[src/rtl/dct_uart_ctrl.sv]
// Frame sequencer between UART byte streams and dct_core: packs 32 rx bytes into a
// 256-bit vector, starts the core, captures its result and streams it back out as 32 bytes.
//
// state | meaning
// IDLE  | waiting for the first byte of a frame
// LOAD  | shifting in bytes until the frame is complete
// START | single-cycle start pulse to dct_core, dct_in held
// WAIT  | waiting for dct_done under watchdog
// SEND  | serialising the captured result over valid/ready
module dct_uart_ctrl #(
    parameter int N_BYTES = 32,
    parameter int TIMEOUT = 64,
    parameter int CNT_W   = 7
) (
    input  logic                   clk,
    input  logic                   rst_n,
    input  logic [7:0]             rx_data,
    input  logic                   rx_valid,
    output logic [7:0]             tx_data,
    output logic                   tx_valid,
    input  logic                   tx_ready,
    output logic [8*N_BYTES-1:0]   dct_in,
    output logic                   dct_start,
    input  logic [8*N_BYTES-1:0]   dct_out,
    input  logic                   dct_done,
    output logic                   busy,
    output logic                   rx_overrun,
    output logic                   err_timeout
);

    localparam int FRAME_W = 8 * N_BYTES;
    localparam int BC_W    = $clog2(N_BYTES + 1);
    localparam int IDX_W   = $clog2(N_BYTES);

    typedef enum logic [2:0] {
        IDLE  = 3'd0,
        LOAD  = 3'd1,
        START = 3'd2,
        WAIT  = 3'd3,
        SEND  = 3'd4
    } state_t;

    state_t             state, state_n;
    logic [BC_W-1:0]    cnt, cnt_n;
    logic [IDX_W-1:0]   idx, idx_n;
    logic [CNT_W-1:0]   wd, wd_n;
    logic [FRAME_W-1:0] din_n;
    logic [FRAME_W-1:0] result, res_n;
    logic [FRAME_W-1:0] res_sh;
    logic [7:0]         tx_data_n;
    logic               tx_valid_n, start_n, busy_n, ovr_n, tmo_n;

    always_comb begin
        state_n = state;
        cnt_n   = cnt;
        idx_n   = idx;
        wd_n    = wd;
        din_n   = dct_in;
        res_n   = result;
        ovr_n   = 1'b0;
        tmo_n   = 1'b0;
        case (state)
            IDLE: begin
                if (rx_valid) begin
                    din_n   = {dct_in[FRAME_W-9:0], rx_data};
                    cnt_n   = BC_W'(1);
                    state_n = LOAD;
                end
            end
            LOAD: begin
                if (rx_valid) begin
                    din_n = {dct_in[FRAME_W-9:0], rx_data};
                    cnt_n = cnt + BC_W'(1);
                    if (cnt == BC_W'(N_BYTES - 1)) state_n = START;
                end
            end
            START: begin
                ovr_n   = rx_valid;
                wd_n    = '0;
                state_n = WAIT;
            end
            WAIT: begin
                ovr_n = rx_valid;
                wd_n  = wd + CNT_W'(1);
                // done is checked first so a completion on the last watchdog cycle still counts
                if (dct_done) begin
                    res_n   = dct_out;
                    idx_n   = '0;
                    state_n = SEND;
                end else if (wd == CNT_W'(TIMEOUT - 1)) begin
                    tmo_n   = 1'b1;
                    wd_n    = '0;
                    cnt_n   = '0;
                    state_n = IDLE;
                end
            end
            SEND: begin
                ovr_n = rx_valid;
                if (tx_ready) begin
                    if (idx == IDX_W'(N_BYTES - 1)) begin
                        idx_n   = '0;
                        cnt_n   = '0;
                        state_n = IDLE;
                    end else begin
                        idx_n = idx + IDX_W'(1);
                    end
                end
            end
            default: state_n = IDLE;
        endcase

        // Outputs are registered from next-state values; overrun/timeout pulses land one cycle after their cause
        res_sh     = res_n << {idx_n, 3'b000};
        tx_valid_n = (state_n == SEND);
        tx_data_n  = tx_valid_n ? res_sh[FRAME_W-1 -: 8] : 8'h00;
        start_n    = (state_n == START);
        busy_n     = (state_n != IDLE);
    end

    always_ff @(posedge clk) begin
        if (rst_n) begin
            state       <= IDLE;
            cnt         <= '0;
            idx         <= '0;
            wd          <= '0;
            dct_in      <= '0;
            result      <= '0;
            tx_data     <= '0;
            tx_valid    <= 1'b0;
            dct_start   <= 1'b0;
            busy        <= 1'b0;
            rx_overrun  <= 1'b0;
            err_timeout <= 1'b0;
        end else begin
            state       <= state_n;
            cnt         <= cnt_n;
            idx         <= idx_n;
            wd          <= wd_n;
            dct_in      <= din_n;
            result      <= res_n;
            tx_data     <= tx_data_n;
            tx_valid    <= tx_valid_n;
            dct_start   <= start_n;
            busy        <= busy_n;
            rx_overrun  <= ovr_n;
            err_timeout <= tmo_n;
        end
    end

endmodule

[config.mk]
export PLATFORM = sky130hd
export DESIGN_NAME = dct_uart_ctrl
export DESIGN_NICKNAME = d
export VERILOG_FILES = /design/src/rtl/dct_uart_ctrl.sv
export SDC_FILE = /design/constraint.sdc
export NUM_CORES = 1
export LEC_CHECK = 0
export ABC_AREA = 1
export CORE_ASPECT_RATIO = 0.8
export CORE_MARGIN = 2
export CORE_UTILIZATION = 40
export DETAILED_ROUTE_END_ITERATION = 6
export PLACE_DENSITY_LB_ADDON = 0.3
export SETUP_SLACK_MARGIN = 0.4
export SKIP_CTS_REPAIR_TIMING = 1
export SLEW_MARGIN = 20
export SYNTH_ARGS = -nofsm -noshare
export SYNTH_HDL_FRONTEND = slang
export SYNTH_SLANG_ARGS = --single-unit
[constraint.sdc]
create_clock -name clk -period 2.45 [get_ports clk]
set_input_delay 0.49 -clock clk [delete_from_list [all_inputs] [get_ports clk]]
set_output_delay 0.49 -clock clk [all_outputs]
set_load 0.03 [all_outputs]
After elaboration in Yosys (flattened, before gate mapping)
Index checks and enable logic that the tools add are counted.

storage, ports and cells
  bits in writable memories = 0
  flip-flop bits (word level) = 546
  input bits = 269
  memories = 0
  word-level logic and storage cells = 70
  bits in latches = 0
  output and inout port bits = 269
  ROM bits = 0

cells by class
  order comparisons = 0
  div/mod/pow operators = 0
  reductions and logical operators = 11
  add/sub/neg operators = 3
  multiplexer cells = 25
  shift-type cells = 1
  $mul = 0
  bitwise logic cells = 3
  equality and inequality tests = 15

operators with widths
  operator                                                               count
  256-bit 2-to-1 mux                                                     2
  256-bit by 8-bit left shift with 256-bit output                        1
  6-bit 2-to-1 mux                                                       6
  6-bit one-hot mux with 4 select lines                                  1
  3-bit 2-to-1 mux                                                       7
  5-bit 2-to-1 mux                                                       3
  3-bit one-hot mux with 5 select lines                                  1
  7-bit 2-to-1 mux                                                       2
  7-bit one-hot mux with 2 select lines                                  1
  2-bit != test, second input constant                                   6
  5-bit one-hot mux with 2 select lines                                  1
  3-bit by 2-bit equality test with 1-bit output, second input constant  3
  7-bit by 1-bit adder with 7-bit output, second input constant          1
  7-bit by 6-bit equality test with 1-bit output, second input constant  1
  7-bit AND reduction                                                    1
  6-bit by 1-bit adder with 6-bit output, second input constant          1
  3-bit equality test, second input constant                             2
  6-bit by 5-bit equality test with 1-bit output, second input constant  1
  2-bit OR reduction                                                     3
  3-bit OR reduction                                                     2
  5-bit by 1-bit adder with 5-bit output, second input constant          1
  5-bit equality test, second input constant                             1
  4-bit nonzero test                                                     1
  3-bit by 1-bit equality test with 1-bit output, second input constant  1
  6 further kinds                                                        8

Longest topological paths before layout
  word-level depth = 7
  mapped depth = 16
  gate-level depth less buffers = 14

Least setup slack after synthesis
Ideal clock, no wire load.

  path type = reg2reg
  start point = register idx[0]
  end point = register tx_data[0]
  data arrival time = 1.892 ns
  path slack = 0.445 ns
  library setup time = 0.113 ns
  period minus slack after synthesis = 2.005 ns
  stages on the path, launching flop included = 14
  required time = 2.337 ns
  path buffers = 1
  path through = dfxtp_1 ha_1 nand2_1 nor2_1 ha_1 a21oi_1 inv_1 o22ai_2 inv_2 clkbuf_1 nand3_1 nand2_1 nor2_1 nor2_1

between the ends
  word-level cells in the longest chain between the ends = 7
  elaborated cells on any way between the ends = 13
  those cells by class = 1 x add/sub; 2 x eq/ne; 1 x shift; 7 x mux; 1 x bitwise; 1 x reduce/logical

ends and longest elaborated chain
  item                                                                                            line  source
  start, declared                                                                                 45    logic [IDX_W-1:0] idx, idx_n;
  start signal, assigned                                                                          137   idx <= idx_n;
  parallel branches: the longest is 7 deep, another holds 5-bit by 1-bit adder with 5-bit output  --
  end signal, assigned                                                                            141   tx_data <= tx_data_n;
  end, declared                                                                                   19    output logic [7:0] tx_data,

Parallel ways; which one is timed is not known.
A chain may end at the register's enable or synchronous reset.

Worst setup path in the final report
  start point = register state[0]
  end point = register tx_data[2]

between the ends
  word-level cells in the longest chain between the ends = 6
  elaborated cells on any way between the ends = 19
  those cells by class = 5 x eq/ne; 1 x shift; 10 x mux; 1 x bitwise; 2 x reduce/logical

ends and longest elaborated chain
  item                                                                                                     line  source
  start, declared                                                                                          43    state_t state, state_n;
  start signal, assigned                                                                                   135   state <= state_n;
  parallel branches: the longest is 6 deep, another holds 256-bit by 8-bit left shift with 256-bit output  --

Parallel ways; which one is timed is not known.

==> results.yml <==
power:
  irDropWorstVdd_uv: 604
  power_density_nw_per_um2: 631
  p_total_mw: 21.0
  power_leakage_nw: 18.7
hold_path:
  hold_end: "wd[6]"
  hold_path.class: "in2reg"
  worstHoldStart: "rst_n"
  hold_depth: 2
logic_synthesis:
  synth_edf_count: 0
  synth_top_cells_by_count: "nor2_1, dfxtp_1, nand2_1"
  yosysTopAreaCell: "dfxtp_1"
  ys_ff_latch: 546
  syn-num-nets: 3551
  synth_area_leaders: "dfxtp_1, nor2_1, o21ai_0, nand2_1, nand3_1"
  synthFlopType: "dfxtp_1"
  synth_top_area_share: 0.482
  synth.avg_cell_area_um2: 6.91
  synth_cell_types: 37
  async_reset_ff_frac: 0
  yosys_warnings: 0
  synthesis.instances: 3278
  yosysSeqAreaShare: 0.482
  syn-cell-area_um2: 22700
  synth.most_common_cell: "nor2_1"
drt:
  ant_nets: 0
  vias: 22739
  drc_errors: 0
  wl_per_cell_um: 16.9
  wl_mm: 78.9
  drt_iter0_drc: 2119
  vias_per_cell: 4.88
  dr.pass1.iters: 6
sta:
  finalSetupTns_ns: 0
  finalMaxSlewViolations: 0
  finalHoldViolCount: 0
  period_needed_ns: 2.19
  fmax_ghz: 0.457
  max_slew.worst_pin.slew_ns: 0.819
  setup_ws_ns: 0.261
  setup_viol: 0
  fin_skew_ns: 0.00849
  slew_headroom: 0.454
  min_period_over_period: 0.893
  rsz0062_at_grt: "yes"
  whs_ns: 0.117
critical_path:
  crit_top_cell: "nand3_1"
  slowest_stage: "dfxtp_2"
  critPathArrivalTime_ns: 2.70
  crit_chain: "nand2_2, nor2_4, nand2_8, buf_12, buf_16, o21ai_0, buf_4, nand2_1, nand3_1, nand3_1, nand3_1, nand3_1, nand2_1, nor2_1"
  crit_fanout: 25
  r2r_end: "tx_data[2]"
  max_stage_delay_ns: 0.37
  r2r_cells: 14
  end_kind: "flop"
  required_ns: 2.96
  critical_path_class: "reg2reg"
  reg2reg_slack_ns: 0.26
  path_buf_inv: 3
  rr_startpoint: "state[0]"
  critPathLaunchType: "flop"
  crit_family: "simple AND/OR/NAND/NOR gates"
final_layout:
  fin_cells: 4661
  fin_util: 0.591
  area_growth_pct: 46.9
  layout.nets: 4124
  fin_area_um2: 33300
  drive_gt1_frac: 0.102
die:
  ios: 538
  die_h_um: 217
  die-area_um2: 58600
  core_um2: 56300
  rows: 78
  dieWidth_um: 270
  initial_core_util: 0.402
placement:
  gp_congestion: 0.861
  dp_hpwl_mm: 54.0
  io_buffers: 537
  post_dp_cell_area_um2: 29700
  place_inst: 4522
  place_ws_ns: -0.214
clocking:
  tritoncts: "yes"
  cts-buffers-inserted: 56
  clock-root-buffer: "clkbuf_16"
  cts.htree.levels: 2
  clk_pin_slew_ns: 0.06
  clk_latency_ns: 0.61
  clkSinkCount: 546
  clock_path_buffers: 3
global_routing:
  grt_first_pass_wirelength_mm: 118
  grt_use_total: 0.251
  grt_pass1_vias: 20897
  grt_max_degree: 154
  antenna_found_initial: 8
  grt-ovfl-total: 0
run:
  maxCapViolations: 0
outcome:
  run_status: "finished clean"
-- sequential cells by signal, summed over array words and instances (netlist names), 3 cells and up --
| register | flops |
|---|---|
| dct_in | 256 |
| result | 256 |
| tx_data | 8 |
| wd | 7 |
| cnt | 6 |
| idx | 5 |
| state | 3 |
-- logic make-up after synthesis --
kind of cell | after synthesis | synth area share
AO/OA/AOI/OAI | 510 | 0.116
AND/OR/NAND/NOR | 1712 | 0.308
flip-flops | 546 | 0.482
XOR/XNOR | 6 | 0.00232
buffers and inverters | 500 | 0.0897
adder cells (fa/ha/maj) | 4 | 0.00221
-- report_power, final --
group	switching [mW]	internal, mW
clock	3.68	5.62
combinational	1.31	1.01
sequential	0.219	9.16
-- placed cells by master, fill, tap and decap left out, types with 7 or more instances in the layout --
master | netlist | layout
o21ai_1 | 47 | 72
nor2_1 | 848 | 842
clkdlybuf4s50_1 | 0 | 266
or2_0 | 10 | 9
buf_6 | 11 | 8
bufinv_16 | 0 | 7
nand2_1 | 532 | 524
o21ai_0 | 431 | 393
nor3_1 | 11 | 11
o21a_1 | 15 | 15
clkbuf_16 | 0 | 68
buf_4 | 1 | 145
o21ai_2 | 0 | 12
clkbuf_1 | 154 | 9
clkbuf_8 | 0 | 21
nand3_1 | 253 | 238
inv_1 | 268 | 264
buf_12 | 0 | 36
a21oi_1 | 10 | 10
nand3b_1 | 24 | 24
or2_2 | 23 | 23
dfxtp_1 | 546 | 539
dlymetal6s2s_1 | 0 | 269
nand3_2 | 1 | 14
-- metal layers --
| layer | share of wire | wire, um | vias to the layer above | global-route usage |
|---|---|---|---|---|
| met1 | 0.43 | 33600 | 10437 | 0.326 |
| met4 | 0.027 | 2130 | 8 | 0.0767 |
| met5 | 0.00051 | 40 | - | 0 |
| met3 | 0.079 | 6250 | 131 | 0.0650 |
| li1 | - | - | 11434 | - |
| met2 | 0.47 | 36800 | 729 | 0.410 |
-- worst max-delay path by stage --
stage,from,slack [ns],cells past startpoint,endpoint
global placement,tx_ready,-0.14,14,tx_data[5]
detailed placement,tx_ready,-0.21,14,tx_data[5]
finish,state[0],0.26,14,tx_data[2]
global route,state[0],0.12,14,tx_data[3]
floorplan,idx[0],0.45,13,tx_data[0]
CTS,state[2],0.04,14,tx_data[5]
-- layout make-up --
type	instances	area, um2
fillers	5081	23000
flip-flops and latches	546	10900
multi-input cells	2232	9990
repair buffers	741	8310
clock buffers	87	1750
inverters	274	1060
well taps	760	951
clock inverters	16	268
diodes	5	12.5
No activity file was read; power rests on OpenSTA's default activity.
